### src/rtl/game_result_arbiter.sv
// game_result_arbiter: round-robin share of one result path among roulette, even/odd and dice engines.
// Define DICE_PRIORITY_EN to let dice requests always win arbitration.
module game_result_arbiter #(
  parameter int DATA_W      = 5,
  parameter int HOLD_CYCLES = 8,
  parameter int CNT_W       = 26
) (
  input  logic              i_clock,
  input  logic              i_reset,
  input  logic [2:0]        i_req,
  input  logic [DATA_W-1:0] i_reg_data,
  input  logic [DATA_W-1:0] i_eo_data,
  input  logic [DATA_W-1:0] i_dice_data,
  input  logic              i_release_hold,
  output logic [2:0]        o_grant,
  output logic [1:0]        o_select,
  output logic [DATA_W-1:0] o_result,
  output logic              o_result_valid,
  output logic              o_busy
);
  typedef enum logic [1:0] {S_IDLE, S_CAPTURE, S_HOLD} state_t;
  localparam int HC = HOLD_CYCLES < 1 ? 1 : HOLD_CYCLES;
  localparam logic [CNT_W-1:0] LOAD = CNT_W'(HC - 1);
  state_t            r_state, w_state;
  logic [2:0]        r_grant, w_grant;
  logic [1:0]        r_select, w_select, r_last, w_last, r_win, w_win;
  logic [DATA_W-1:0] r_result, w_result;
  logic              r_valid, w_valid, r_busy, w_busy;
  logic [CNT_W-1:0]  r_cnt, w_cnt;
  logic [2:0]        w_req;
  logic [1:0]        w_c0, w_c1, w_pick;
`ifdef DICE_PRIORITY_EN
  assign w_req = i_req[2] ? 3'b100 : i_req;
`else
  assign w_req = i_req;
`endif
  // search order starts just after the previous winner and ends on it
  assign w_c0   = r_last == 2'd2 ? 2'd0 : r_last + 2'd1;
  assign w_c1   = w_c0 == 2'd2 ? 2'd0 : w_c0 + 2'd1;
  assign w_pick = w_req[w_c0] ? w_c0 : w_req[w_c1] ? w_c1 : r_last;
  always_comb begin
    w_state  = r_state;
    w_grant  = r_grant;
    w_select = r_select;
    w_result = r_result;
    w_valid  = r_valid;
    w_busy   = r_busy;
    w_cnt    = r_cnt;
    w_last   = r_last;
    w_win    = r_win;
    case (r_state)
      S_IDLE: if (|w_req) begin
        w_state  = S_CAPTURE;
        w_win    = w_pick;
        w_grant  = 3'b001 << w_pick;
        w_select = w_pick;
        w_busy   = 1'b1;
      end
      S_CAPTURE: begin
        w_result = r_win == 2'd0 ? i_reg_data : r_win == 2'd1 ? i_eo_data : i_dice_data;
        w_cnt    = LOAD;
        w_valid  = 1'b1;
        w_state  = S_HOLD;
      end
      S_HOLD: begin
        w_cnt = r_cnt - CNT_W'(1);
        if (r_cnt == '0 || i_release_hold) begin
          w_cnt    = '0;
          w_grant  = 3'b000;
          w_select = 2'b11;
          w_valid  = 1'b0;
          w_busy   = 1'b0;
          w_last   = r_win;
          w_state  = S_IDLE;
        end
      end
      default: w_state = S_IDLE;
    endcase
  end
  always_ff @(posedge i_clock or posedge i_reset) begin
    if (i_reset) begin
      r_state  <= S_IDLE;
      r_grant  <= 3'b000;
      r_select <= 2'b11;
      r_result <= '0;
      r_valid  <= 1'b0;
      r_busy   <= 1'b0;
      r_cnt    <= '0;
      r_last   <= 2'd2;
      r_win    <= 2'd0;
    end else begin
      r_state  <= w_state;
      r_grant  <= w_grant;
      r_select <= w_select;
      r_result <= w_result;
      r_valid  <= w_valid;
      r_busy   <= w_busy;
      r_cnt    <= w_cnt;
      r_last   <= w_last;
      r_win    <= w_win;
    end
  end
  assign o_grant        = r_grant;
  assign o_select       = r_select;
  assign o_result       = r_result;
  assign o_result_valid = r_valid;
  assign o_busy         = r_busy;
endmodule

### config.mk
export PLATFORM = sky130hd
export DESIGN_NAME = game_result_arbiter
export DESIGN_NICKNAME = d
export VERILOG_FILES = /design/src/rtl/game_result_arbiter.sv
export SDC_FILE = /design/constraint.sdc
export NUM_CORES = 1
export LEC_CHECK = 0
export ABC_AREA = 1
export ABC_CLOCK_PERIOD_IN_PS = 2200
export BUFFER_PORTS_ARGS = -buffer_cell sky130_fd_sc_hd__buf_2
export CORE_MARGIN = 5
export CORE_UTILIZATION = 45
export CTS_CLUSTER_DIAMETER = 30
export DETAILED_ROUTE_END_ITERATION = 8
export GPL_TIMING_DRIVEN = 0
export PLACE_DENSITY_LB_ADDON = 0.25
export SLEW_MARGIN = 0
export SYNTH_ARGS = -nofsm -noshare
export SYNTH_HDL_FRONTEND = slang
export SYNTH_SLANG_ARGS = --single-unit
### constraint.sdc
create_clock -name i_clock -period 2.2 [get_ports i_clock]
set_input_delay 0.22 -clock i_clock [delete_from_list [all_inputs] [get_ports i_clock]]
set_output_delay 0.22 -clock i_clock [all_outputs]
set_load 0.005 [all_outputs]
# [Word-level counts from Yosys, hierarchy flattened]
# Index checks and enable logic that the tools add are counted.
[op_classes] div_mod_pow=0 magnitude_cmp=2 shifts=1 addsub=3 n_eq_ne=7 reduce_logical=12 n_bitwise=0 mul=0 muxes=25
[op_table] op="26-bit one-hot mux with 2 select lines" count=1
[op_table] op="26-bit logical NOT" count=1
[op_table] op="26-bit 2-to-1 mux" count=1
[op_table] op="26-bit by 1-bit subtractor with 26-bit output, second input constant" count=1
[op_table] op="2-bit 2-to-1 mux" count=8
[op_table] op="5-bit 2-to-1 mux" count=2
[op_table] op="2-bit AND reduction" count=4
[op_table] op="2-bit equality test, second input constant" count=3
[op_table] op="2-bit by 3-bit less-than comparator with 1-bit output, second input constant" count=2
[op_table] op="3-bit 2-to-1 mux" count=2
[op_table] op="2-bit one-hot mux with 3 select lines" count=1
[op_table] op="3-bit one-hot mux with 2 select lines" count=1
[op_table] op="2-bit by 1-bit adder with 2-bit output, second input constant" count=2
[op_table] op="1-bit binary-select mux with 2-bit select" count=2
[op_table] op="2-bit by 1-bit equality test with 1-bit output, second input constant" count=2
[op_table] op="2-bit logical NOT" count=2
[op_table] op="1-bit 2-to-1 mux" count=4
[op_table] op="2-bit != test, second input constant" count=2
[op_table] op="1-bit one-hot mux with 2 select lines" count=2
[op_table] op="2-bit one-hot mux with 2 select lines" count=1
[op_table] op="2-bit nonzero test" count=2
[op_table] op="3-bit AND reduction" count=1
[op_table] op="3-bit OR reduction" count=1
[op_table] op="1-bit by 2-bit << shifter with 3-bit output, first input constant" count=1
[op_table] op="1-bit logical OR" count=1
[totals] word_cells=59 ff_bits=44 mem_bits_rw=0 rom_bits=0 n_memories=0 out_inout_bits=12 latchBits=0

# [Longest topological paths before layout]
# Gate-level depths: netlist of the first run.
[depth] word_depth=11 mapped_depth=12

# [Worst setup path after synthesis of the first run]
# No wires, ideal clock.
[synth_path] kind="register to register" startpoint="register r_state[0]" endpoint="register r_cnt[18]" t_required_ns=2.080 setup_time_ns=0.120 path_slack_ns=0.556 stages_incl_launch_ff=10 period_less_slack_ns=1.644 t_arrival_ns=1.524 cell_sequence="dfrtp_1 -> inv_1 -> ha_1 -> inv_1 -> nor2_2 -> nand2_2 -> nor2_4 -> nand4_1 -> o21ai_0 -> nor2_1"
[synth_via] elab_chain_len=2
[synth_rtl] item="start: declaration" line="24" text="state_t r_state, w_state;"
[synth_rtl] item="start signal: assignment" line="92" text="r_state <= w_state;"
[synth_rtl] item="2-bit equality test / 2-bit by 1-bit equality test with 1-bit output (equally long branches)" line="51" text="case (r_state)"
[synth_rtl] item="26-bit one-hot mux with 2 select lines / 2-bit nonzero test (equally long branches)"
[synth_rtl] item="end signal: assignment" line="98" text="r_cnt <= w_cnt;"
[synth_rtl] item="end: declaration" line="29" text="logic [CNT_W-1:0] r_cnt, w_cnt;"
# Parallel ways exist; a longest one is shown, timed or not.
# A chain may end at the register's enable or synchronous reset.

# [Final worst setup path of the first run]
[layout_path] startpoint="register r_state[1]" endpoint="register r_cnt[18]"
# Same word-level chain as after synthesis.

==> impl_summary.md, run 1 <==
Drt
The average wire length per cell after detail routing is 11.3 um. The routed design has 5210 um of wire. The routed via count is 2183. Using the TritonRoute via totals, the vias-per-cell ratio works out to approximately 4.7. The DRC violation count after routing is 0. The detail route stage leaves a number of antenna-violating nets equal to 0.

After the first detailed-routing iteration, the DRC count stood at 54. The pre-antenna-repair detailed-routing pass consisted of 4 iterations.

Finish
The final layout contains 412 nets. The number of diodes is 0. Measured on the finished design, the core utilization comes to 0.532. Leaving out fill and tap cells, the most frequent cells in the layout are nand2_1, nor2_1, inv_1. The share of layout cells above drive strength 1 is 0.204.

The most frequent standard cell in the layout excluding fill and tap cells is nand2_1. The layout overhead on the synthesized area is 14.4%.

Placement
Detailed placement finished with a half-perimeter wire length of 3960 um. Port buffering added 32 buffers. The last weighted congestion value of the routability-driven placer is 0.863.

Timing
Measured against its own limit, the worst slew margin works out to 0.766. Setup repair after global routing left no endpoint under its margin. For the pin with the worst max-slew slack, the measured transition is 0.351 ns. Adding up every negative setup slack in the final design gives 0 ns.

Dividing the final minimum period by the clock period gives 0.878. Setup violations remaining at the end of the flow were counted as 0. The routed design could run at a clock period as short as 1.93 ns.

The fmax is 518 MHz. The number of pins with negative max-slew slack in the final report is 0. The clock arrives with 0.0123 ns of skew. The hold violation total from the final report was 0.

Global routing
Across every metal layer, demand over resource in global routing totals 0.154. The via count of the first global-routing pass is approximately 2100. The first global-routing pass estimated 9180 um of wire. The number of antenna violations at the first check in global routing is 0. The total congestion overflow is 0.

Entering global routing, the biggest net connects 43 pins.

Worst setup path
The largest single stage delay on the critical path is 0.38 ns. The type of the setup path with the least slack is flip-flop to flip-flop. The worst endpoint required time is 2.38 ns.

Traced cell by cell, the critical path runs through inv_1 -> ha_1 -> inv_1 -> nor2_2 -> nand2_2 -> nor2_4 -> nand4_1 -> o21ai_0 -> nor2_1. In this design, the critical path's most frequently occurring cell is inv_1. STA classifies the critical path endpoint as a flip-flop. For this design, the slowest cell found on the critical path is dfrtp_1. In this run the worst path has a maximum fanout of 6.

STA classifies the critical path startpoint as a flip-flop. STA puts the critical path data arrival time at 2.11 ns.

Floorplanning
From left edge to right edge, the die measures 85.5 um. The area enclosed by the die boundary is 7300 um^2. The initial standard-cell utilization of the core is 0.465. During I/O placement, the number of pins put on the boundary was 33. The core area is about 5500 um^2. The floorplan row count is 27. Measured along the y axis, the die boundary spans 85.5 um.

Clocking
The count of clock tree sinks is 44. The buffer levels on the longest clock path is 2. The number of gates resized after cts is 0.

The number of levels the H-tree was split into is 2. The TritonCTS clock tree is built. The post-CTS setup repair buffer count is 0. The later-pin clock latency in the skew report is 0.30 ns. The clock slew at the register clock pins of the worst setup and hold paths is 0.09 ns. The number of clock buffers inserted by TritonCTS is 5. The cell at the root of the clock tree is clkbuf_8.

Buffers inserted to repair hold after CTS numbered 1.

Synthesis
In the synthesized netlist the async set-or-reset flop fraction comes to 1.00. The biggest area consumer among synthesized cells is dfrtp_1. The number of nets in the synthesized netlist is approximately 370. After synthesis the netlist holds a flip-flop and latch count of 44. The netlist uses 30 different library cells. Counting flops with a built-in enable in the synthesized netlist gives 0. The cell count after synthesis came out at 346. A synthesized cell averages 7.41 um^2. The most common flop cell mapped by yosys is dfrtp_1. The share of synthesized area in the top cell type comes to 0.400. The sequential element share of the synthesized area is 0.431. After synthesis, the cell types taking the most area are dfrtp_1, nand2_1, nor2_1. The synthesis warning total is 0. The total standard cell area after synthesis is ~2600 um^2.

Power and ir drop
Cell internal power was estimated by the tool at 0.00247 W. The leakage power of the design is 1.52 nW. Summed over all nets, the switching power comes to 0.00244 W. The fraction of power spent switching nets is 0.497.

For this design the ratio of total power to cell area is 1670 nW/um^2. Total power for the finished layout comes to a little under 0.005 W. The share of total power dissipated in the clock network is 0.103.

The share of total power dissipated in sequential elements is 0.299. The relative contribution of combinational cells to total power is 0.598. VDD sags by at most 0.00111 V.

Min path
The tightest min-delay check is of the input pin to flip-flop type.

Flow run
The max-capacitance violation count is 0.

Outcome
The run finished with clean final reports.
-- worst max-delay path, delay by kind of cell, from the launching register on --
kind / cells / cell delay (ns)
buf+inv: 2 / 0.22
compound gates: 1 / 0.16
flops: 1 / 0.38
simple gates: 5 / 0.68
fa+ha+maj: 1 / 0.37
-- power by group through the flow --
stage	Clock, W	Combinational, W	Sequential [W]
global placement	0	0.00290	0.00147
floorplan	0	0.00231	0.00145
CTS	0.000522	0.00299	0.00147
detailed placement	0	0.00297	0.00148
finish	0.000508	0.00293	0.00146
global route	0.000555	0.00340	0.00152
-- synthesized netlist by cell type, types with 4 or more instances --
cell / n
nand2_2: 4
nand4_1: 13
nor2_2: 5
inv_2: 7
dfrtp_1: 41
nand2_1: 94
a21oi_2: 6
o21ai_0: 15
xor2_1: 10
inv_1: 47
nor2_1: 50
ha_1: 4
nand3_1: 23
-- cells by family after synthesis --
logic type	share of synthesized area
flops	0.431
compound gates	0.0630
fa+ha+maj	0.0195
simple gates	0.356
buf+inv	0.0928
xor+xnor	0.0376
-- sequential cells by signal, summed over array words and instances, names as in the netlist --
register        count
r_cnt              26
o_result            5
o_grant             3
o_select            2
r_last              2
r_state             2
r_win               2
o_busy              1
o_result_valid      1
-- final timing paths --
check	startpoint	end	cells after the start	slack (ns)
hold reg to reg	o_grant[0]	o_grant[0]	2	0.47
max in group asynchronous	i_reset	r_last[1]	4	1.41
setup / recovery	r_state[1]	r_cnt[18]	9	0.27
hold / removal	i_eo_data[1]	o_result[1]	5	0.25
min in group asynchronous	i_reset	o_result[2]	3	0.33
setup reg to reg	r_state[1]	r_cnt[18]	9	0.27
-- layout make-up --
class	count	area, um^2
fill	564	2580
multi-input combinational	243	1220
sequential	44	1100
inverter	54	203
timing repair buffer	34	190
tap	72	90.1
clock buffer	5	68.8
buffer	5	35.0
clock inverter	3	18.8
-- metal layers --
layer / part of all wire / track usage / vias up
met3: 0.061 / 0.0369 / 5
li1: - / - / 1163
met4: 0.0098 / 0.0417 / 0
met5: 0 / 0 / -
met1: 0.48 / 0.204 / 977
met2: 0.45 / 0.252 / 38
-- stage by stage --
stage | instance area (um^2) | worst slack (ns) | hold slack (ns) | std cells
after floorplan | 2560 | 0.556 | 0.444 | 346
after global placement | 2810 | 0.306 | 0.449 | 450
after detailed placement | 2830 | 0.279 | 0.0863 | 451
after CTS | 2930 | 0.246 | 0.243 | 460
after global routing | 2930 | 0.0442 | 0.290 | 460
final | 2930 | 0.268 | 0.249 | 460
Power figures use the tool's default switching activity.
==> run 2, diff against run 1 <==
--- a/config.mk
+++ b/config.mk
@@ -9,7 +9,7 @@
 export ABC_CLOCK_PERIOD_IN_PS = 2200
 export BUFFER_PORTS_ARGS = -buffer_cell sky130_fd_sc_hd__buf_2
 export CORE_MARGIN = 5
-export CORE_UTILIZATION = 45
+export CORE_UTILIZATION = 58
 export CTS_CLUSTER_DIAMETER = 30
 export DETAILED_ROUTE_END_ITERATION = 8
 export GPL_TIMING_DRIVEN = 0
==> impl_summary.md, run 2 (synthesis gave the netlist of run 1 again) <==
Drt
The number of violations reported at the end of detailed-routing iteration 0 is 87 (+61%). The routed via count is 2138 (-2.1%). The total length of routed met2 wires is 2320 um (-1.2%). The number of iterations in the first detailed-routing pass was 4 (unchanged). The uppermost layer routed is met4. The post-detailed-route via-to-cell ratio is 4.88 (+2.9%). The wire length after detailed routing is 4890 um (-6.0%). The DRC violation count after routing came to 0 (unchanged). The remaining number of nets flagged by the antenna check after routing came to 0 (unchanged). The length of routed met3 wiring is 264 um (-17%). The met1 wire length is 2250 um (-9.8%). The average wire length per cell after detail routing was 11.2 um (-1.3%).

Clocking
The post-CTS setup repair buffer count is 0 (unchanged). TritonCTS built the clock tree. The clock slew at the register clock pins of the worst setup and hold paths came to 0.08 ns (about the same). The cell at the root of the clock tree is clkbuf_8. The number of clock buffers inserted by TritonCTS is 5 (unchanged). The hold buffer count at CTS came to 0 (-1).

The count of clock tree sinks is 44 (unchanged). The buffer levels on the longest clock path is 2 (unchanged). The later-pin clock latency in the skew report came to 0.29 ns (about the same). The number of gates resized after cts was 0 (unchanged). The number of levels the H-tree was split into came to 2 (unchanged).

Flow run
The max-capacitance violation count is 0 (unchanged).

Global routing
The global-route total usage across every layer is 0.186 (+0.0313). The global-route wire length before repair was 9070 um (-1.2%). The number of antenna violations at the first check in global routing was 0 (unchanged). The pin count of the biggest net entering global routing is 45 (+4.7%). The total congestion overflow is 0 (unchanged). The via count of the first global-routing pass is 2144 (+1.4%).

Finish
The final non-filler cell total is 438 (-4.8%). The final-layout fill cell count was 395 (-30%). The library cells used most frequently in the layout, excluding fill and tap cells, are nand2_1, nor2_1, inv_1. The layout overhead on the synthesized area is 12.4%. The total non-filler cell area in the finished layout was 2880 um^2 (-1.7%). Leaving out fill and tap cells, the most frequent cell in the layout is nand2_1. The final-stage net count was 410 (-0.49%).

The area taken by flip-flops and latches is 1100 um^2 (unchanged). The share of layout cells above drive strength 1 is 0.202 (-0.00154). The register with the highest flop count is r_cnt. The number of diodes is 0 (unchanged). The number of flip-flops in the largest register is 26 (unchanged). The combined area of the multi-input logic cells is 1220 um^2 (unchanged).

Worst setup path
Walking the worst path, the cells encountered are inv_1 -> ha_1 -> inv_1 -> nor2_2 -> nand2_2 -> nor2_4 -> nand4_1 -> o21ai_0 -> nor2_1. The largest stage delay on the critical path was 0.38 ns (about the same). The kind of capture point of the worst setup path is a flip-flop. The worst endpoint required time is 2.39 ns (about the same). By startpoint and endpoint, the worst setup path is classified as flip-flop to flip-flop.

The most common cell type on the critical path is inv_1. The startpoint of the most critical register-to-register path is r_state[0]. STA classifies the critical path startpoint as a flip-flop. The kind of cell with the highest combined delay along the critical path is simple AND/OR/NAND/NOR gates. The endpoint arrival time on the critical path is 2.11 ns (about the same). The maximum fanout encountered on the critical timing path is 6 (unchanged).

The beginning of the critical path is r_state[0]. The sum of buffers and inverters on the critical path was 2 (unchanged). The standard cell with the maximum stage delay on the critical path is ha_1.

Timing
The smallest setup slack after layout came to 0.284 ns (+0.0162 ns). The transition time at the pin with the least slew margin is 0.887 ns (+0.536 ns). The accumulated negative setup slack is 0 ns (unchanged).

The hold violation total from the final report is 0 (unchanged). The fmax is 522 MHz (+0.85%). The number of pins with negative max-slew slack in the final report is 0 (unchanged). The post-route fraction of the period consumed by the critical path is 0.871 (-0.00738). The max-slew headroom at the worst pin is 0.408 (-0.358). The final period demand of the worst path is 1.92 ns (-0.0162 ns). The largest clock skew in the final design was 0.00752 ns (-0.00474 ns). The count of endpoints failing setup in the final report was 0 (unchanged).

The post-route worst hold slack came to 0.110 ns (-0.139 ns). Setup repair after global routing left no endpoint under its margin.

Placement
The post-detailed-placement cell area was 2790 um^2 (-1.6%). The placed wire-length estimate after detailed placement is 3730 um (-5.8%). The last weighted congestion value of the routability-driven placer came to 0.856 (-0.82%). The pre-CTS setup slack is 0.296 ns (+0.0167 ns). The placed instance count is 430 (-4.7%).

The count of input and output buffers was 32 (unchanged).

Min path
The worst hold path belongs to the class input pin to asynchronous set/reset pin.

Power and ir drop
The power density over the cells came to 1700 nW/um^2 (+1.3%). The leakage power of the design came to 1.51 nW (-0.69%). The largest voltage drop on the vdd net is 0.000951 V (-14%).

Floorplanning
The I/O pin count is 33 (unchanged). The initial standard-cell utilization of the core is 0.593 (+0.127). The floorplan row count is 24 (-11%). The area enclosed by the die boundary is 5850 um^2 (-20%).

The die extent in x came to 76.5 um (-11%). The core area is 4320 um^2 (-21%). The vertical extent of the die was 76.5 um (-11%).

Outcome
The flow ran to the end, and the final reports show no timing, DRC or antenna violations.
==> run 2: cell count changes in the layout (fill, tap and decap cells not counted) <==
cell	before	now
buf_12	1	0
dlygate4sd3_1	1	0
clkinv_4	1	0
clkbuf_8	5	6
==> run 2: path summary, 6_finish.rpt <==
path	endpoint	slack, ns	cells after the start
max	r_cnt[18]	0.28	9
min	o_result[0]	0.11	2
max reg2reg	r_cnt[18]	0.28	9
min reg2reg	o_select[1]	0.46	2
max in group asynchronous	r_cnt[3]	1.53	2
min in group i_clock	o_result[0]	0.24	5
==> run 2: layout make-up <==
cell class,count,share of cell area
clock inverters,2,0.00348
multi-input cells,243,0.424
inverters,54,0.0704
flip-flops and latches,44,0.384
well taps,52,0.0226
plain buffers,5,0.0122
repair buffers,32,0.0556
clock buffers,6,0.0287
==> run 2: power breakdown <==
part / switching (W) / internal [W] / leakage [nW]
Clock: 0.000264 / 0.000251 / 0.0510
Combinational: 0.00186 / 0.00104 / 0.897
Sequential: 0.000268 / 0.00120 / 0.564
==> run 2: worst reg2reg max path: cells and delay by family, from the launching register on <==
family	cells	cell delay, ns
compound gates	1	0.16
buf+inv	2	0.23
flops	1	0.37
fa+ha+maj	1	0.38
simple gates	5	0.68
==> run 2: metrics by stage <==
stage                     total power [W]  utilization
after floorplan                   0.00376            -
after global placement            0.00434        0.645
after detailed placement          0.00441        0.645
after CTS                         0.00495        0.666
after global routing              0.00545        0.666
final                             0.00489        0.666
==> run 2: layer usage <==
metal	global-route usage	vias to the layer above
met5	0	-
met4	0.0594	0
met3	0.0449	6
met2	0.325	36
met1	0.222	942
li1	-	1154
